$ cat src/rtl/gpio_seq_if.sv
// +----------------------------------------------------------------------+
// | gpio_seq_if : Wishbone-style bus bundle, used as a slave and master.  |
// | Revision 1.0                                                          |
// +----------------------------------------------------------------------+
`default_nettype none

interface gpio_seq_if #(
  parameter int AW = 2
) ();
  logic          cyc;
  logic          stb;
  logic          we;
  logic [AW-1:0] addr;
  logic [31:0]   wdata;
  logic [3:0]    sel;
  logic          ack;
  logic          stall;
  logic [31:0]   rdata;

  modport master (
    output cyc, stb, we, addr, wdata, sel,
    input  ack, stall, rdata
  );

  modport slave (
    input  cyc, stb, we, addr, wdata, sel,
    output ack, stall, rdata
  );
endinterface

`default_nettype wire

$ cat src/rtl/gpio_seq.sv
// +----------------------------------------------------------------------+
// | gpio_seq : timed GPIO write sequencer fed by a command FIFO.          |
// | Optional bus timeout with macro GPIO_SEQ_TIMEOUT_EN.  Revision 1.0    |
// +----------------------------------------------------------------------+
`default_nettype none

module gpio_seq #(
  parameter int LGFIFO     = 3,
  parameter int TMO_CYCLES = 16
) (
  input  logic        i_clk,
  input  logic        i_reset,
  gpio_seq_if.slave   wb,
  gpio_seq_if.master  gpio,
  output logic        o_int
);

  localparam int DEPTH = 1 << LGFIFO;

  typedef enum logic [1:0] {
    IDLE = 2'd0,
    WAIT = 2'd1,
    BUS  = 2'd2
  } state_t;

  state_t state;
  state_t state_nx;

  logic [47:0]       mem [DEPTH];
  logic [LGFIFO-1:0] wr_ptr;
  logic [LGFIFO-1:0] rd_ptr;
  logic [LGFIFO:0]   fill;
  logic [3:0]        fill4;
  logic              empty;
  logic              full;
  logic [47:0]       head;

  logic              run;
  logic              done;
  logic              ovf;
  logic              err;
  logic              busy;
  logic [15:0]       delay;
  logic [15:0]       count;
  logic [31:0]       gpio_data;
  logic              stb_q;
  logic              timeout;

  logic              wr_ctrl;
  logic              wr_delay;
  logic              wr_push;
  logic              flush;
  logic              clr_flags;
  logic              pop;
  logic              push_ok;
  logic              overflow;
  logic              start_bus;
  logic              complete;
  logic [31:0]       rd_mux;
  logic              unused;

  assign wr_ctrl   = wb.stb && wb.we && (wb.addr == 2'd0);
  assign wr_delay  = wb.stb && wb.we && (wb.addr == 2'd1);
  assign wr_push   = wb.stb && wb.we && (wb.addr == 2'd2);
  assign flush     = wr_ctrl && wb.wdata[1];
  assign clr_flags = wr_ctrl && wb.wdata[2];

  assign empty = (fill == '0);
  assign full  = fill[LGFIFO];
  assign fill4 = 4'(fill);
  assign head  = mem[rd_ptr];
  assign busy  = (state != IDLE);

  assign pop       = (state == IDLE) && run && !empty;
  // A pop in the same cycle frees the slot a push into a full FIFO needs.
  assign push_ok   = wr_push && (!full || pop);
  assign overflow  = wr_push && full && !pop;
  assign start_bus = (state == WAIT) && (count == 16'd0);
  assign complete  = (state == BUS) && gpio.ack;

  always_ff @(posedge i_clk) begin
    if (push_ok) begin
      mem[wr_ptr] <= {delay, wb.wdata};
    end
  end

  always_ff @(posedge i_clk or posedge i_reset) begin
    if (i_reset) begin
      wr_ptr <= '0;
      rd_ptr <= '0;
      fill   <= '0;
    end else if (flush) begin
      wr_ptr <= '0;
      rd_ptr <= '0;
      fill   <= '0;
    end else begin
      if (push_ok) wr_ptr <= wr_ptr + LGFIFO'(1);
      if (pop)     rd_ptr <= rd_ptr + LGFIFO'(1);
      case ({push_ok, pop})
        2'b10:   fill <= fill + (LGFIFO+1)'(1);
        2'b01:   fill <= fill - (LGFIFO+1)'(1);
        default: fill <= fill;
      endcase
    end
  end

  always_ff @(posedge i_clk or posedge i_reset) begin
    if (i_reset) begin
      state <= IDLE;
    end else begin
      state <= state_nx;
    end
  end

  always_comb begin
    state_nx = state;
    case (state)
      IDLE:    if (pop) state_nx = WAIT;
      WAIT:    if (count == 16'd0) state_nx = BUS;
      BUS:     if (gpio.ack || timeout) state_nx = IDLE;
      default: state_nx = IDLE;
    endcase
  end

  always_ff @(posedge i_clk or posedge i_reset) begin
    if (i_reset) begin
      count     <= '0;
      gpio_data <= '0;
      stb_q     <= 1'b0;
    end else begin
      if (pop) begin
        count     <= head[47:32];
        gpio_data <= head[31:0];
      end else if ((state == WAIT) && (count != 16'd0)) begin
        count <= count - 16'd1;
      end

      if (start_bus) begin
        stb_q <= 1'b1;
      end else if ((state == BUS) && (!gpio.stall || gpio.ack || timeout)) begin
        stb_q <= 1'b0;
      end
    end
  end

  // Setting events win over a same-cycle clear so no event is lost.
  always_ff @(posedge i_clk or posedge i_reset) begin
    if (i_reset) begin
      run   <= 1'b0;
      done  <= 1'b0;
      ovf   <= 1'b0;
      delay <= '0;
    end else begin
      if (timeout) begin
        run <= 1'b0;
      end else if (wr_ctrl) begin
        run <= wb.wdata[0];
      end

      if (complete && empty) begin
        done <= 1'b1;
      end else if (clr_flags) begin
        done <= 1'b0;
      end

      if (overflow) begin
        ovf <= 1'b1;
      end else if (clr_flags) begin
        ovf <= 1'b0;
      end

      if (wr_delay) begin
        delay <= wb.wdata[15:0];
      end
    end
  end

`ifdef GPIO_SEQ_TIMEOUT_EN
  localparam int TW = $clog2(TMO_CYCLES + 1);

  logic [TW-1:0] tmo_cnt;

  always_ff @(posedge i_clk or posedge i_reset) begin
    if (i_reset) begin
      tmo_cnt <= '0;
    end else if ((state != BUS) || gpio.ack) begin
      tmo_cnt <= '0;
    end else begin
      tmo_cnt <= tmo_cnt + TW'(1);
    end
  end

  assign timeout = (state == BUS) && !gpio.ack && (tmo_cnt == TW'(TMO_CYCLES - 1));

  always_ff @(posedge i_clk or posedge i_reset) begin
    if (i_reset) begin
      err <= 1'b0;
    end else if (timeout) begin
      err <= 1'b1;
    end else if (clr_flags) begin
      err <= 1'b0;
    end
  end
`else
  assign timeout = 1'b0;
  assign err     = 1'b0;
`endif

  always_comb begin
    rd_mux = '0;
    case (wb.addr)
      2'd0:    rd_mux = {18'b0, empty, full, fill4, 3'b0, ovf, err, done, busy, run};
      2'd1:    rd_mux = {16'b0, delay};
      default: rd_mux = '0;
    endcase
  end

  always_ff @(posedge i_clk or posedge i_reset) begin
    if (i_reset) begin
      wb.ack   <= 1'b0;
      wb.rdata <= '0;
    end else begin
      wb.ack   <= wb.stb;
      wb.rdata <= (wb.stb && !wb.we) ? rd_mux : '0;
    end
  end

  assign wb.stall   = 1'b0;
  assign gpio.cyc   = (state == BUS);
  assign gpio.stb   = stb_q;
  assign gpio.we    = 1'b1;
  assign gpio.addr  = '0;
  assign gpio.sel   = 4'hF;
  assign gpio.wdata = gpio_data;
  assign o_int      = done | err;

  assign unused = &{1'b0, wb.cyc, wb.sel, gpio.rdata, (TMO_CYCLES > 0)};

endmodule

`default_nettype wire

$ cat src/flat_wrapper.sv
// flat-port wrapper written by rule: the top's interface ports become plain ports
module gpio_seq_flat 
#(
  parameter int LGFIFO     = 3,
  parameter int TMO_CYCLES = 16
)
  (i_clk, i_reset, o_int, wb_cyc, wb_stb, wb_we, wb_addr, wb_wdata, wb_sel, wb_ack, wb_stall, wb_rdata, gpio_cyc, gpio_stb, gpio_we, gpio_addr, gpio_wdata, gpio_sel, gpio_ack, gpio_stall, gpio_rdata);
  gpio_seq_if #(.AW(2)) wb_i ();
  gpio_seq_if #(.AW(2)) gpio_i ();
  input  logic i_clk;
  input  logic i_reset;
  output logic o_int;
  input wire logic [$bits(wb_i.cyc)-1:0] wb_cyc;
  input wire logic [$bits(wb_i.stb)-1:0] wb_stb;
  input wire logic [$bits(wb_i.we)-1:0] wb_we;
  input wire logic [$bits(wb_i.addr)-1:0] wb_addr;
  input wire logic [$bits(wb_i.wdata)-1:0] wb_wdata;
  input wire logic [$bits(wb_i.sel)-1:0] wb_sel;
  output wire logic [$bits(wb_i.ack)-1:0] wb_ack;
  output wire logic [$bits(wb_i.stall)-1:0] wb_stall;
  output wire logic [$bits(wb_i.rdata)-1:0] wb_rdata;
  output wire logic [$bits(gpio_i.cyc)-1:0] gpio_cyc;
  output wire logic [$bits(gpio_i.stb)-1:0] gpio_stb;
  output wire logic [$bits(gpio_i.we)-1:0] gpio_we;
  output wire logic [$bits(gpio_i.addr)-1:0] gpio_addr;
  output wire logic [$bits(gpio_i.wdata)-1:0] gpio_wdata;
  output wire logic [$bits(gpio_i.sel)-1:0] gpio_sel;
  input wire logic [$bits(gpio_i.ack)-1:0] gpio_ack;
  input wire logic [$bits(gpio_i.stall)-1:0] gpio_stall;
  input wire logic [$bits(gpio_i.rdata)-1:0] gpio_rdata;
  assign wb_i.cyc = wb_cyc;
  assign wb_i.stb = wb_stb;
  assign wb_i.we = wb_we;
  assign wb_i.addr = wb_addr;
  assign wb_i.wdata = wb_wdata;
  assign wb_i.sel = wb_sel;
  assign wb_ack = wb_i.ack;
  assign wb_stall = wb_i.stall;
  assign wb_rdata = wb_i.rdata;
  assign gpio_cyc = gpio_i.cyc;
  assign gpio_stb = gpio_i.stb;
  assign gpio_we = gpio_i.we;
  assign gpio_addr = gpio_i.addr;
  assign gpio_wdata = gpio_i.wdata;
  assign gpio_sel = gpio_i.sel;
  assign gpio_i.ack = gpio_ack;
  assign gpio_i.stall = gpio_stall;
  assign gpio_i.rdata = gpio_rdata;
  gpio_seq #(.LGFIFO(LGFIFO), .TMO_CYCLES(TMO_CYCLES)) u_core (.i_clk(i_clk), .i_reset(i_reset), .wb(wb_i), .gpio(gpio_i), .o_int(o_int));
endmodule
$ cat config.mk
export PLATFORM = sky130hd
export DESIGN_NAME = gpio_seq_flat
export DESIGN_NICKNAME = d
export VERILOG_FILES = /design/src/rtl/gpio_seq_if.sv /design/src/rtl/gpio_seq.sv /design/src/flat_wrapper.sv
export SDC_FILE = /design/constraint.sdc
export NUM_CORES = 1
export LEC_CHECK = 0
export BUFFER_PORTS_ARGS = -buffer_cell sky130_fd_sc_hd__buf_2
export CAP_MARGIN = 40
export CORE_ASPECT_RATIO = 1.1
export CORE_UTILIZATION = 60
export CTS_CLUSTER_SIZE = 12
export DETAILED_ROUTE_END_ITERATION = 12
export PLACE_DENSITY_LB_ADDON = 0.05
export SYNTH_ARGS = -nofsm -noshare
export SYNTH_HDL_FRONTEND = slang
export SYNTH_SLANG_ARGS = --single-unit
export TNS_END_PERCENT = 50
$ cat constraint.sdc
create_clock -name i_clk -period 18.05 [get_ports i_clk]
set_clock_uncertainty 0.2 [all_clocks]
set_input_delay 2.7075 -clock i_clk [delete_from_list [all_inputs] [get_ports i_clk]]
set_output_delay 2.7075 -clock i_clk [all_outputs]
set_load 0.02 [all_outputs]
==> qor.yml <==
yosys:
  ys_ff_latch: 481
  synth_top_cell_by_area: "edfxtp_1"
  syn_area_mm2: 0.01875
  synthFlopType: "edfxtp_1"
  synth.yosys.seq_area_share_pct: 74.45
  synth_edf_count: 384
  syn_avg_cell_area_um2: 18.96
  yosysWarnings: 0
  ys_types: 58
  synth_top_area_share_pct: 61.51
  synth.area.top_cells: "edfxtp_1 (62%), dfrtp_1 (13%), mux4_2 (11%)"
  synth_cells: 989
  async_reset_ff_share_pct: 20.17
cts:
  clk_pin_slew_ps: 50
  hold_buffers: 0
  cts_tree: "done"
  root_buffer: "clkbuf_16"
  clk_path_buf_depth: 3
  numCtsBuffers: 47
  cts_setup_buffers: 0
  htree_levels: 2
  clk_latency_ps: 540
  cts_resized: 0
  clock-sinks: 481
global_route:
  grt_first_pass_wirelength_um: 55680
  grt_max_degree: 70
  antenna_found_initial: 0
  grt_usage_pct: 23.69
  grtUsageMet2_pct: 38.87
  use_met1_pct: 34.31
  use_met3_pct: 3.301
  busiest_layer: "met2"
  overflow: 0
  first_global_vias: 9378
floorplanning:
  fp.coreArea_mm2: 0.03060
  chipWidth_um: 170.5
  die_height_um: 187.4
  rows: 67
  start_util_pct: 61.27
  io_pins: 153
  die-area_mm2: 0.03196
setup_path:
  startpoint: "wb_addr[0]"
  required_ps: 18010
  crit_chain: "buf_2, nand4b_1, a21oi_1, nand2b_1, nor3b_2, buf_4"
  critPathMaxStageDelay_ps: 740
  slowest_stage: "nor3b_2"
  worstReg2RegStart: "u_core.state[0]"
  reg2reg_depth: 5
  worstPathMaxFanout: 42
  cp.depth: 6
  critPathBufInv: 2
  cp_top_family: "simple AND/OR/NAND/NOR gates"
  start_kind: "input port"
  rrSetupSlack_ps: 14360
  arrival_ps: 5510
  end_kind: "flip-flop"
  reg2reg_to: "u_core.mem[2][16]"
  critical_path_class: "in -> reg"
timing:
  maxSlewHeadroom_pct: 43.35
  period_needed_ps: 5544
  tightest_slew_ps: 847.7
  setup_viol: 0
  slew_violations: 0
  fmaxAchievable_ghz: 0.1804
  hold_viol: 0
  totalNegativeSetupSlack_ps: 0
  min_period_over_period_pct: 30.72
  rsz0062_at_grt: "false"
  timing.hold.ws_ps: 272.2
drt:
  first_iter_violations: 709
  via_per_inst: 5.902
  vias: 9171
  antenna_left: 0
  drc: 0
  postRouteWirelength_um: 35820
  wl_per_cell_um: 23.05
  firstDrtPassIters: 4
worst_hold_path:
  hold_depth: 2
  worstHoldPathType: "reg -> reg"
  hold_start: "u_core.gpio.wdata[16]"
  hold_end: "u_core.gpio.wdata[16]"
power_and_ir_drop:
  pwr_density_cell_mw_per_mm2: 140.9
  peakVddDrop_mv: 0.1027
  p_leak_nw: 7.452
final_layout:
  layout_common_cells: "edfxtp_1 (384), dfrtp_1 (94), mux4_2 (93)"
  num_antenna_cells: 0
  syn2layout_area_growth_pct: 12.61
  layout.nets: 1189
  drive_gt1_share_pct: 26.67
  final_common_cell: "edfxtp_1"
placement:
  hpwl_um: 19990
  portBuffers: 91
  gp_congestion: 0.7883
run_status:
  status: "finished clean"
job:
  maxCapViolations: 0
## worst max path at each step
stage / slack [ps] / end
after detailed placement: 11930 / u_core.mem[2][16]
after floorplan: 10400 / u_core.mem[2][0]
final: 12510 / u_core.mem[2][16]
after global routing: 12310 / u_core.mem[2][16]
after CTS: 12490 / u_core.mem[2][42]
after global placement: 11820 / u_core.mem[1][19]
## state kept, by name, indices dropped and copies added (netlist names)
name and cells:
u_core.count 16, u_core.mem 384, u_core.wr_ptr 3, u_core.state 2, u_core.gpio.wdata 32, u_core.ovf 1, u_core.run 1, u_core.rd_ptr 3
u_core.wb.ack 1, u_core.fill 4, u_core.delay 16, u_core.gpio.stb 1, u_core.wb.rdata 16, u_core.o_int 1
## routing by layer
metal,vias to the layer above,routed length [µm]
met5,-,0
met4,0,552
met3,45,1527
met2,211,17910
met1,4814,15820
li1,4101,-
## synth_stat cells, types with 11 or more instances
cell type / number
mux2i_1: 52
a21oi_1: 19
buf_1: 12
edfxtp_1: 384
mux2_2: 18
mux4_2: 93
buf_2: 21
nor2_1: 37
dfrtp_1: 97
buf_4: 28
o21ai_0: 36
nand2_1: 53
clkbuf_1: 11
## per-stage QoR
| stage | total power [mW] | utilization, % | instances | setup slack, ps | instance area, µm² |
|---|---|---|---|---|---|
| 2_1_floorplan | 1.937 | - | 1011 | 10400 | 18830 |
| 3_3_place_gp | 2.103 | 64.12 | 1464 | 11820 | 19620 |
| 3_5_place_dp | 2.127 | 64.50 | 1469 | 11930 | 19740 |
| 4_1_cts | 3.008 | 69.00 | 1554 | 12490 | 21110 |
| 5_1_grt | 3.112 | 69.00 | 1554 | 12310 | 21110 |
| 6_report | 2.975 | 69.00 | 1554 | 12510 | 21110 |
## logic make-up after synthesis
family,count (synthesis),share of synthesized area [%]
and+or+nand+nor,153,4.131
xor gates and xnor gates,12,0.5606
muxes,163,15.03
adders and majority gates,8,0.5339
DFF,481,74.45
AOI/OAI and AO/OA,91,2.970
other,2,0.04006
buffers and inverters,79,2.282
## area by class of cell
class / instances / area (µm²)
clock buffers: 83 / 1361
clock inverters: 2 / 13.76
fillers: 2003 / 9487
inverters: 7 / 28.78
multi-input cells: 451 / 4497
flip-flops and latches: 481 / 13970
well taps: 414 / 518.0
repair buffers: 116 / 723.2
## report_power, final
group	internal (mW)	leakage [nW]	switching, mW	total [mW]
Combinational	0.326	2.11	0.328	0.654
Sequential	1.30	4.68	0.134	1.44
Clock	0.507	0.660	0.378	0.885
## tightest hold or removal path: cells and delay by family (launching register included)
family,cells,cell delay [ps]
compound gates,1,60
flops,1,330
simple gates,1,40
No activity file was read; power rests on OpenSTA's default activity.
